$ cat config.mk
export PLATFORM = sky130hd
export DESIGN_NAME = branch_resolve_unit
export DESIGN_NICKNAME = d
export VERILOG_FILES = /design/src/rtl/branch_resolve_unit.sv
export SDC_FILE = /design/constraint.sdc
export NUM_CORES = 1
export LEC_CHECK = 0
export BUFFER_PORTS_ARGS = -buffer_cell sky130_fd_sc_hd__clkbuf_2
export CAP_MARGIN = 10
export CORE_ASPECT_RATIO = 1.5
export CORE_UTILIZATION = 35
export DETAILED_ROUTE_END_ITERATION = 7
export SYNTH_ARGS = -nofsm -noshare
export SYNTH_HDL_FRONTEND = slang
export SYNTH_SLANG_ARGS = --single-unit
$ cat constraint.sdc
create_clock -name clk_i -period 11.35 [get_ports clk_i]
set_input_delay 1.7025 -clock clk_i [delete_from_list [all_inputs] [get_ports clk_i]]
set_output_delay 1.7025 -clock clk_i [all_outputs]
set_load 0.01 [all_outputs]
$ cat src/rtl/branch_resolve_unit.sv
`default_nettype none
// ============================================================================
// Module      : branch_resolve_unit
// Description : Execute-stage branch resolution. Evaluates JAL, JALR and
//               conditional branches, compares the true next-PC with the
//               address fetch predicted, and on a mismatch issues a one-cycle
//               redirect plus a multi-cycle squash of the wrong-path IF/ID
//               instructions. Keeps saturating branch and mispredict counts.
// Revision    : 1.0 - initial release
// ----------------------------------------------------------------------------
// Ports:
//   clk_i            rising-edge clock
//   reset_i          asynchronous active-high reset
//   ex_valid_i       EX stage holds a live instruction
//   ex_pc_i          PC of the EX instruction
//   ex_pred_addr_i   next-PC predicted by fetch for this instruction
//   ex_is_jal_i      instruction is JAL
//   ex_is_jalr_i     instruction is JALR
//   ex_is_branch_i   instruction is a conditional branch
//   ex_funct3_i      branch condition code
//   ex_rs1_i         forwarded rs1 value
//   ex_rs2_i         forwarded rs2 value
//   ex_imm_i         sign-extended immediate
//   branch_taken_o   redirect strobe to fetch (one cycle per mispredict)
//   branch_addr_o    corrected fetch address, held between redirects
//   flush_o          squash IF/ID, high FLUSH_CYCLES cycles after a redirect
//   link_addr_o      registered pc+4 of the last accepted JAL/JALR
//   illegal_br_o     one-cycle pulse for a branch with reserved funct3
//   br_count_o       accepted control transfers (saturating)
//   mispred_count_o  redirects issued (saturating)
// ============================================================================
module branch_resolve_unit #(
  parameter int XLEN         = 32,
  parameter int FLUSH_CYCLES = 2,
  parameter int CNT_W        = 32
) (
  input  logic             clk_i,
  input  logic             reset_i,
  input  logic             ex_valid_i,
  input  logic [XLEN-1:0]  ex_pc_i,
  input  logic [XLEN-1:0]  ex_pred_addr_i,
  input  logic             ex_is_jal_i,
  input  logic             ex_is_jalr_i,
  input  logic             ex_is_branch_i,
  input  logic [2:0]       ex_funct3_i,
  input  logic [XLEN-1:0]  ex_rs1_i,
  input  logic [XLEN-1:0]  ex_rs2_i,
  input  logic [XLEN-1:0]  ex_imm_i,
  output logic             branch_taken_o,
  output logic [XLEN-1:0]  branch_addr_o,
  output logic             flush_o,
  output logic [XLEN-1:0]  link_addr_o,
  output logic             illegal_br_o,
  output logic [CNT_W-1:0] br_count_o,
  output logic [CNT_W-1:0] mispred_count_o
);

  // FLUSH_CYCLES is at most 7, so a 3-bit down-counter covers it.
  localparam int         C_FC_W    = 3;
  localparam logic [2:0] C_FC_LOAD = C_FC_W'(FLUSH_CYCLES);

  typedef enum logic [0:0] {
    ST_RUN   = 1'b0,
    ST_FLUSH = 1'b1
  } state_t;

  state_t              state_q, state_d;
  logic [C_FC_W-1:0]   flush_cnt_q, flush_cnt_d;

  logic                taken_q, taken_d;
  logic [XLEN-1:0]     addr_q, addr_d;
  logic [XLEN-1:0]     link_q, link_d;
  logic                illegal_q, illegal_d;
  logic [CNT_W-1:0]    br_cnt_q, br_cnt_d;
  logic [CNT_W-1:0]    mis_cnt_q, mis_cnt_d;

  // --------------------------------------------------------------------------
  // Acceptance: live instruction, RUN state, exactly one control flag.
  // --------------------------------------------------------------------------
  logic [1:0] w_nflags;
  logic       w_onehot;
  logic       w_accept;

  assign w_nflags = {1'b0, ex_is_jal_i} + {1'b0, ex_is_jalr_i} + {1'b0, ex_is_branch_i};
  assign w_onehot = (w_nflags == 2'd1);
  assign w_accept = ex_valid_i && (state_q == ST_RUN) && w_onehot;

  // --------------------------------------------------------------------------
  // Branch condition evaluation.
  // --------------------------------------------------------------------------
  logic w_eq;
  logic w_lt_s;
  logic w_lt_u;
  logic w_cond;
  logic w_reserved;

  assign w_eq   = (ex_rs1_i == ex_rs2_i);
  assign w_lt_s = ($signed(ex_rs1_i) < $signed(ex_rs2_i));
  assign w_lt_u = (ex_rs1_i < ex_rs2_i);

  always_comb begin
    w_cond     = 1'b0;
    w_reserved = 1'b0;
    case (ex_funct3_i)
      3'b000:  w_cond = w_eq;
      3'b001:  w_cond = !w_eq;
      3'b100:  w_cond = w_lt_s;
      3'b101:  w_cond = !w_lt_s;
      3'b110:  w_cond = w_lt_u;
      3'b111:  w_cond = !w_lt_u;
      3'b010,
      3'b011:  w_reserved = 1'b1;
      default: w_cond = 1'b0;
    endcase
  end

  // --------------------------------------------------------------------------
  // True next-PC. All sums wrap modulo 2^XLEN; misaligned targets pass through.
  // --------------------------------------------------------------------------
  logic [XLEN-1:0] w_pc_imm;
  logic [XLEN-1:0] w_pc_4;
  logic [XLEN-1:0] w_rs1_imm;
  logic [XLEN-1:0] w_jalr_tgt;
  logic [XLEN-1:0] w_next_pc;
  logic            w_mispred;

  assign w_pc_imm   = ex_pc_i + ex_imm_i;
  assign w_pc_4     = ex_pc_i + XLEN'(4);
  assign w_rs1_imm  = ex_rs1_i + ex_imm_i;
  assign w_jalr_tgt = {w_rs1_imm[XLEN-1:1], 1'b0};

  always_comb begin
    w_next_pc = w_pc_4;
    if (ex_is_jal_i) begin
      w_next_pc = w_pc_imm;
    end else if (ex_is_jalr_i) begin
      w_next_pc = w_jalr_tgt;
    end else if (ex_is_branch_i && w_cond) begin
      w_next_pc = w_pc_imm;
    end
  end

  assign w_mispred = w_accept && (w_next_pc != ex_pred_addr_i);

  // --------------------------------------------------------------------------
  // Flush FSM: next-state logic.
  // --------------------------------------------------------------------------
  always_comb begin
    state_d     = state_q;
    flush_cnt_d = flush_cnt_q;
    case (state_q)
      ST_RUN: begin
        if (w_mispred) begin
          state_d     = ST_FLUSH;
          flush_cnt_d = C_FC_LOAD;
        end
      end
      ST_FLUSH: begin
        // Leaving on a count of 1 keeps flush high for exactly C_FC_LOAD cycles.
        if (flush_cnt_q <= 3'd1) begin
          state_d     = ST_RUN;
          flush_cnt_d = '0;
        end else begin
          flush_cnt_d = flush_cnt_q - 3'd1;
        end
      end
      default: begin
        state_d     = ST_RUN;
        flush_cnt_d = '0;
      end
    endcase
  end

  // --------------------------------------------------------------------------
  // Result registers and statistics.
  // --------------------------------------------------------------------------
  always_comb begin
    taken_d   = w_mispred;
    addr_d    = addr_q;
    link_d    = link_q;
    illegal_d = w_accept && ex_is_branch_i && w_reserved;
    br_cnt_d  = br_cnt_q;
    mis_cnt_d = mis_cnt_q;

    if (w_mispred) begin
      addr_d = w_next_pc;
    end
    if (w_accept && (ex_is_jal_i || ex_is_jalr_i)) begin
      link_d = w_pc_4;
    end
    // Counters stick at all-ones instead of wrapping.
    if (w_accept && (br_cnt_q != {CNT_W{1'b1}})) begin
      br_cnt_d = br_cnt_q + CNT_W'(1);
    end
    if (w_mispred && (mis_cnt_q != {CNT_W{1'b1}})) begin
      mis_cnt_d = mis_cnt_q + CNT_W'(1);
    end
  end

  always_ff @(posedge clk_i or posedge reset_i) begin
    if (reset_i) begin
      state_q     <= ST_RUN;
      flush_cnt_q <= '0;
      taken_q     <= 1'b0;
      addr_q      <= '0;
      link_q      <= '0;
      illegal_q   <= 1'b0;
      br_cnt_q    <= '0;
      mis_cnt_q   <= '0;
    end else begin
      state_q     <= state_d;
      flush_cnt_q <= flush_cnt_d;
      taken_q     <= taken_d;
      addr_q      <= addr_d;
      link_q      <= link_d;
      illegal_q   <= illegal_d;
      br_cnt_q    <= br_cnt_d;
      mis_cnt_q   <= mis_cnt_d;
    end
  end

  assign branch_taken_o  = taken_q;
  assign branch_addr_o   = addr_q;
  assign flush_o         = (state_q == ST_FLUSH);
  assign link_addr_o     = link_q;
  assign illegal_br_o    = illegal_q;
  assign br_count_o      = br_cnt_q;
  assign mispred_count_o = mis_cnt_q;

endmodule
`default_nettype wire
### Word level (Yosys, flattened, before mapping)

Index checks and enable logic that the tools add are counted.

| storage, ports and cells | value |
|---|---|
| input port bits | 169 |
| output and inout bits | 131 |
| logic and storage cells | 59 |
| bits in registers | 134 |

| cells by class | value |
|---|---|
| eq/ne operators | 13 |
| $lt $le $gt $ge | 3 |
| multiplexer cells | 11 |
| reductions and logical operators | 15 |
| bitwise logic cells | 1 |
| add/subtract/negate cells | 8 |

Operators with widths:

| kind | number |
|---|---|
| $mux 32 | 3 |
| $add 32x1->32 const B | 2 |
| $add 32x32->32 | 2 |
| $lt 32x32->1 | 2 |
| $ne 32x32->1 const B | 2 |
| $add 32x3->32 const B | 1 |
| $eq 32x32->1 | 1 |
| $ne 32x32->1 | 1 |
| $eq 3x3->1 const B | 4 |
| $logic_and 1x1->1 | 9 |
| $eq 3x2->1 const B | 2 |
| $mux 3 | 2 |
| $pmux 1 s6 | 1 |
| $pmux 3 s2 | 1 |
| $eq 3x1->1 const B | 1 |
| $le 3x1->1 const B | 1 |
| $logic_not 1->1 | 3 |
| $logic_not 3->1 | 1 |
| $mux 1 | 3 |
| $sub 3x1->3 const B | 1 |
| $add 1x1->2 | 1 |
| $add 2x1->2 | 1 |
| $eq 2x1->1 const B | 1 |
| $ne 2x2->1 const B | 1 |
| other kinds (4) | 4 |

### Logic depth before layout (Yosys ltp)

| logic depth | value |
|---|---|
| word-level depth | 11 |
| depth in mapped cells | 20 |
| mapped depth without buffers | 17 |

### Worst setup path after synthesis

OpenSTA, ideal clock, no wires.

| path | value |
|---|---|
| kind | input to register |
| start point | input port ex_rs2_i[31] |
| end point | register addr_q[1] (netlist: branch_addr_o[1]) |
| arrival | 5.598 ns |
| stages | 18 |
| required time | 11.225 ns |
| setup time | 0.125 ns |
| buffers on the path | 2 |
| setup slack | 5.627 ns |
| cell sequence | inv_1 ha_1 nand4_1 or4_4 a31oi_2 mux2_2 a31oi_1 buf_4 or3_1 o211ai_1 mux2_2 or4_1 nor4_2 nand3_2 nand2_2 inv_4 buf_6 mux2_4 |

| between the ends | value |
|---|---|
| word-level cells in the longest chain between the ends | 9 |
| elaborated cells on any way between the ends | 13 |
| those cells by class | order compare (2); eq/ne (2); mux (4); reduce/logical (5) |

RTL lines:

| item | RTL line | source |
|---|---|---|
| start, declared | 47 | `input logic [XLEN-1:0] ex_rs2_i,` |
| $lt 32x32->1, or another cell as far along | 99 | `assign w_lt_u = (ex_rs1_i < ex_rs2_i);` |
| $logic_not 1->1, on equally long branches | 110, 106, 108 |  |
| $pmux 1 s6 * | 104 | `case (ex_funct3_i)` |
| $logic_and 1x1->1 * | 138 | `end else if (ex_is_branch_i && w_cond) begin` |
| $mux 32 * | 138 |  |
| $mux 32 * | 136 | `end else if (ex_is_jalr_i) begin` |
| $mux 32 * | 134 | `if (ex_is_jal_i) begin` |
| $ne 32x32->1 * | 143 | `assign w_mispred = w_accept && (w_next_pc != ex_pred_addr_i);` |
| $logic_and 1x1->1 * | 143 |  |
| via taken_d | 70 | `logic taken_q, taken_d;` |
| end signal, assigned | 214 | `addr_q <= addr_d;` |
| end, declared | 71 | `logic [XLEN-1:0] addr_q, addr_d;` |

Mark *: on every way through the listed nets, which the timed path passes. The rest lies on a longest branch.
A chain may end at the register's enable or synchronous reset.

### Worst setup path after layout

| path | value |
|---|---|
| start point | input port ex_rs1_i[14] |
| end point | register addr_q[3] (netlist: branch_addr_o[3]) |

| between the ends | value |
|---|---|
| word-level cells in the longest chain between the ends | 9 |
| elaborated cells on any way between the ends | 14 |
| those cells by class | add/sub (1); order compare (2); eq/ne (2); mux (4); reduce/logical (5) |

RTL lines:

| item | RTL line | source |
|---|---|---|
| start, declared | 46 | `input logic [XLEN-1:0] ex_rs1_i,` |
| $lt 32x32->1, or another cell as far along | 99 |  |
| $logic_not 1->1, on equally long branches | 110, 106, 108 |  |
| $pmux 1 s6 | 104 |  |
| $logic_and 1x1->1 | 138 |  |
| $mux 32 | 138 |  |
| $mux 32 * | 136 |  |
| $mux 32 * | 134 |  |
| $ne 32x32->1 | 143 |  |
| $logic_and 1x1->1 | 143 |  |

Mark *: on every way between the ends. The rest lies on a longest branch, timed or not.

==> results_dict.tcl <==
set metrics [dict create \
    ctsRootBufferMaster "clkbuf_16" \
    ys_ff_latch 134 \
    hold_path_class "reg2reg" \
    syn_nets 1736 \
    seq_area_sq_mm 0.003353 \
    worst_path_largest_cell_delay_ns 0.79 \
    synth_cell_types 92 \
    multi_input_area_sq_mm 0.008478 \
    cp_data_arrival_time_ns 7.38 \
    cpMaxStageDelayCell "o31ai_4" \
    synth_edf_count 0 \
    synthAdderAreaFrac_pct 10.44 \
    fin_crit_ns 7.069 \
    htreeDepth 4 \
    fillers 3529 \
    cts_setup_buffers 0 \
    cts_resized 0 \
    clock_sinks 134 \
    grt_overflow 0 \
    cp-start-kind "input port" \
    synthTopCellsByArea "dfrtp_1, ha_1, xor2_1" \
    rsz0062_at_grt "no" \
    die_area_sq_mm 0.03596 \
    synth_area_per_cell_sq_um 8.401 \
    avgRoutedWirePerCell_um 21.42 \
    core-area_sq_mm 0.03448 \
    maxSlewHeadroom_pct 32.28 \
    cts_buffers 17 \
    clock_latency_ns 0.43 \
    crit_fanout 21 \
    start_util_pct 35.72 \
    crit_chain "clkbuf_2 -> ha_1 -> nand4_1 -> nor4_2 -> o21ai_1 -> a31oi_2 -> mux2i_1 -> o31ai_4 -> o21ai_1 -> a221o_1 -> mux2i_1 -> or4_1 -> nor4_2 -> nand3_2 -> nand2_2 -> inv_4 -> mux2_4" \
    finalSetupViolations 0 \
    final_area_sq_mm 0.01490 \
    yosys_most_used_dff "dfrtp_1" \
    first_pass_iters 7 \
    maxCapViolations 0 \
    synthCells 1466 \
    drc 0 \
    clockBufferDepth 2 \
    yosys.area.top_type "dfrtp_1" \
    fin_crit_sh_pct 62.28 \
    die_y_um 231.7 \
    endpoint_kind "flip-flop" \
    clkTransAtPathRegs_ns 0.06 \
    synth-simple-area-share_pct 20.72 \
    ant_nets 0 \
    die_x_um 155.2 \
    maxSlewViolCount 0 \
    drive_above_1_share_pct 23.34 \
    worstSetupPathType "in2reg" \
    finClkSkew_ns 0.008971 \
    grt_pass1_wl_um 72420 \
    routed_wl_um 47630 \
    area_growth_pct 21.02 \
    synth_top_family_by_area "compound AO/OA/AOI/OAI gates" \
    viasPerCell 5.689 \
    worst_ep_required_time_ns 11.66 \
    holdBufCountCts 0 \
    crit_family "compound AO/OA/AOI/OAI gates" \
    synthXorXnorAreaFrac_pct 10.44 \
    outcome "finished clean" \
    cts_tree "yes" \
    place.gp.congestion 0.9445 \
    final_cells 2224 \
    critPathBufInv 2 \
    num_vias 12650 \
    tns_ns 0 \
    async_flop_share_pct 100.0 \
    grt_max_degree 69 \
    track_usage_pct 26.64 \
    whs_ns 0.4892 \
    reg2reg_slack_ns 8.19 \
    layout_setup_ws_ns 4.281 \
    max-vdd-ir-drop_v 0.00009217 \
    dpl.cell_count 2188 \
    yosysWarnings 0 \
    tightestPinTransition_ns 1.009 \
    ys_seq_area_share_pct 27.23 \
    antenna_found_initial 4 \
    finalHoldViolations 0 \
    synth-compound-area-share_pct 23.01 \
    leakage_nw 7.062 \
    placed_area_sq_mm 0.01426 \
    grt_pass1_vias 12590 \
    syn_area_sq_mm 0.01232 \
    ios 300 \
    pre_cts_ws_ns 3.940 \
    io_buffers 299 \
    yosys.area.top_type_share_pct 27.23 \
    fin_util_pct 43.23 \
    power.density_mw_per_mm2 150.0 \
    final_nets 2010 \
    fmaxAchievable_ghz 0.1415 \
    rows 83 \
    place_hpwl_um 39190 \
    synth_mux_area_share_pct 4.054 \
    power.total_mw 2.236 \
    initialDrtViolationCount 879 \
]
power breakdown:
group / total (mW) / internal (mW) / leakage, nW / switching [mW]
Combinational: 0.920 / 0.374 / 5.10 / 0.547
Clock: 0.588 / 0.369 / 0.300 / 0.220
Sequential: 0.727 / 0.619 / 1.67 / 0.108
flip-flops by register name (all words and copies together), names as in the netlist:
register,count
br_count_o,32
branch_addr_o,32
branch_taken_o,1
flush_cnt_q,3
flush_o,1
illegal_br_o,1
link_addr_o,32
mispred_count_o,32
Yosys cell counts (all sizes together) (8+ instances only):
library cell,count
a211o,10
a211oi,13
a21o,26
a21oi,120
a221o,8
a221oi,14
a22oi,13
a31oi,14
and2,15
and3,29
and4,12
buf,15
clkbuf,40
dfrtp,134
ha,98
inv,68
mux2,34
mux2i,9
nand2,133
nand2b,9
nand3,52
nand4,42
nor2,110
nor2b,9
nor3,42
nor4,10
o2111ai,10
o211ai,12
o21ai,72
o22ai,9
o31ai,13
or3,12
xnor2,65
xor2,81
path summary, 6_finish.rpt:
path                                        to                 from  cells after the start
min                        mispred_count_o[27]  mispred_count_o[27]                      1
min in group asynchronous       br_count_o[15]              reset_i                      2
max in group asynchronous  mispred_count_o[21]              reset_i                      3
min reg2reg                mispred_count_o[27]  mispred_count_o[27]                      1
max                           branch_addr_o[3]         ex_rs1_i[14]                     17
max reg2reg                     br_count_o[31]        br_count_o[6]                      9
layout make-up:
class / instances / share of cell area (%)
inverters: 70 / 1.813
flip-flops and latches: 134 / 22.50
diodes: 5 / 0.08395
clock inverters: 14 / 1.352
repair buffers: 310 / 10.59
clock buffers: 17 / 2.854
well taps: 467 / 3.920
multi-input cells: 1207 / 56.88
cell usage in the layout, fill, tap and decap left out, types with 7 or more instances in the layout:
cell type / n
nand4_1: 42
a22oi_1: 13
a211oi_1: 13
and3_1: 29
o32ai_1: 7
xnor2_1: 64
mux2_2: 25
o21bai_1: 7
and4_1: 12
mux2_4: 7
o31ai_1: 12
or3_1: 12
xor2_1: 81
a21oi_1: 120
a221o_1: 8
clkbuf_16: 17
a221oi_1: 12
nand2_1: 131
nor3_1: 41
inv_1: 66
nand3_1: 51
o211ai_1: 12
a31oi_1: 12
a211o_1: 10
nor2_1: 107
nand2b_1: 9
o2111ai_1: 10
o221ai_1: 7
a21o_1: 26
o21ai_0: 68
nor2b_1: 9
clkbuf_2: 299
ha_1: 98
nor4_1: 7
buf_4: 11
mux2i_1: 9
o22ai_1: 9
and2_1: 15
dfrtp_1: 134
cells by family (layout without fill, tap and decap cells):
group | after synthesis | count (layout)
flops | 134 | 134
simple gates | 502 | 502
mux | 43 | 43
xor+xnor | 146 | 146
compound gates | 415 | 415
other cells | 0 | 5
buf+inv | 125 | 411
fa+ha+maj | 101 | 101
routing by layer:
| layer | global-route usage (%) | part of all wire [%] | vias to the layer above |
|---|---|---|---|
| met4 | 14.91 | 5.1 | 0 |
| li1 | - | - | 6007 |
| met3 | 3.490 | 4.7 | 103 |
| met1 | 29.75 | 39 | 6083 |
| met2 | 48.37 | 52 | 459 |
| met5 | 0 | 0 | - |
(Power assumes the default switching activity.)
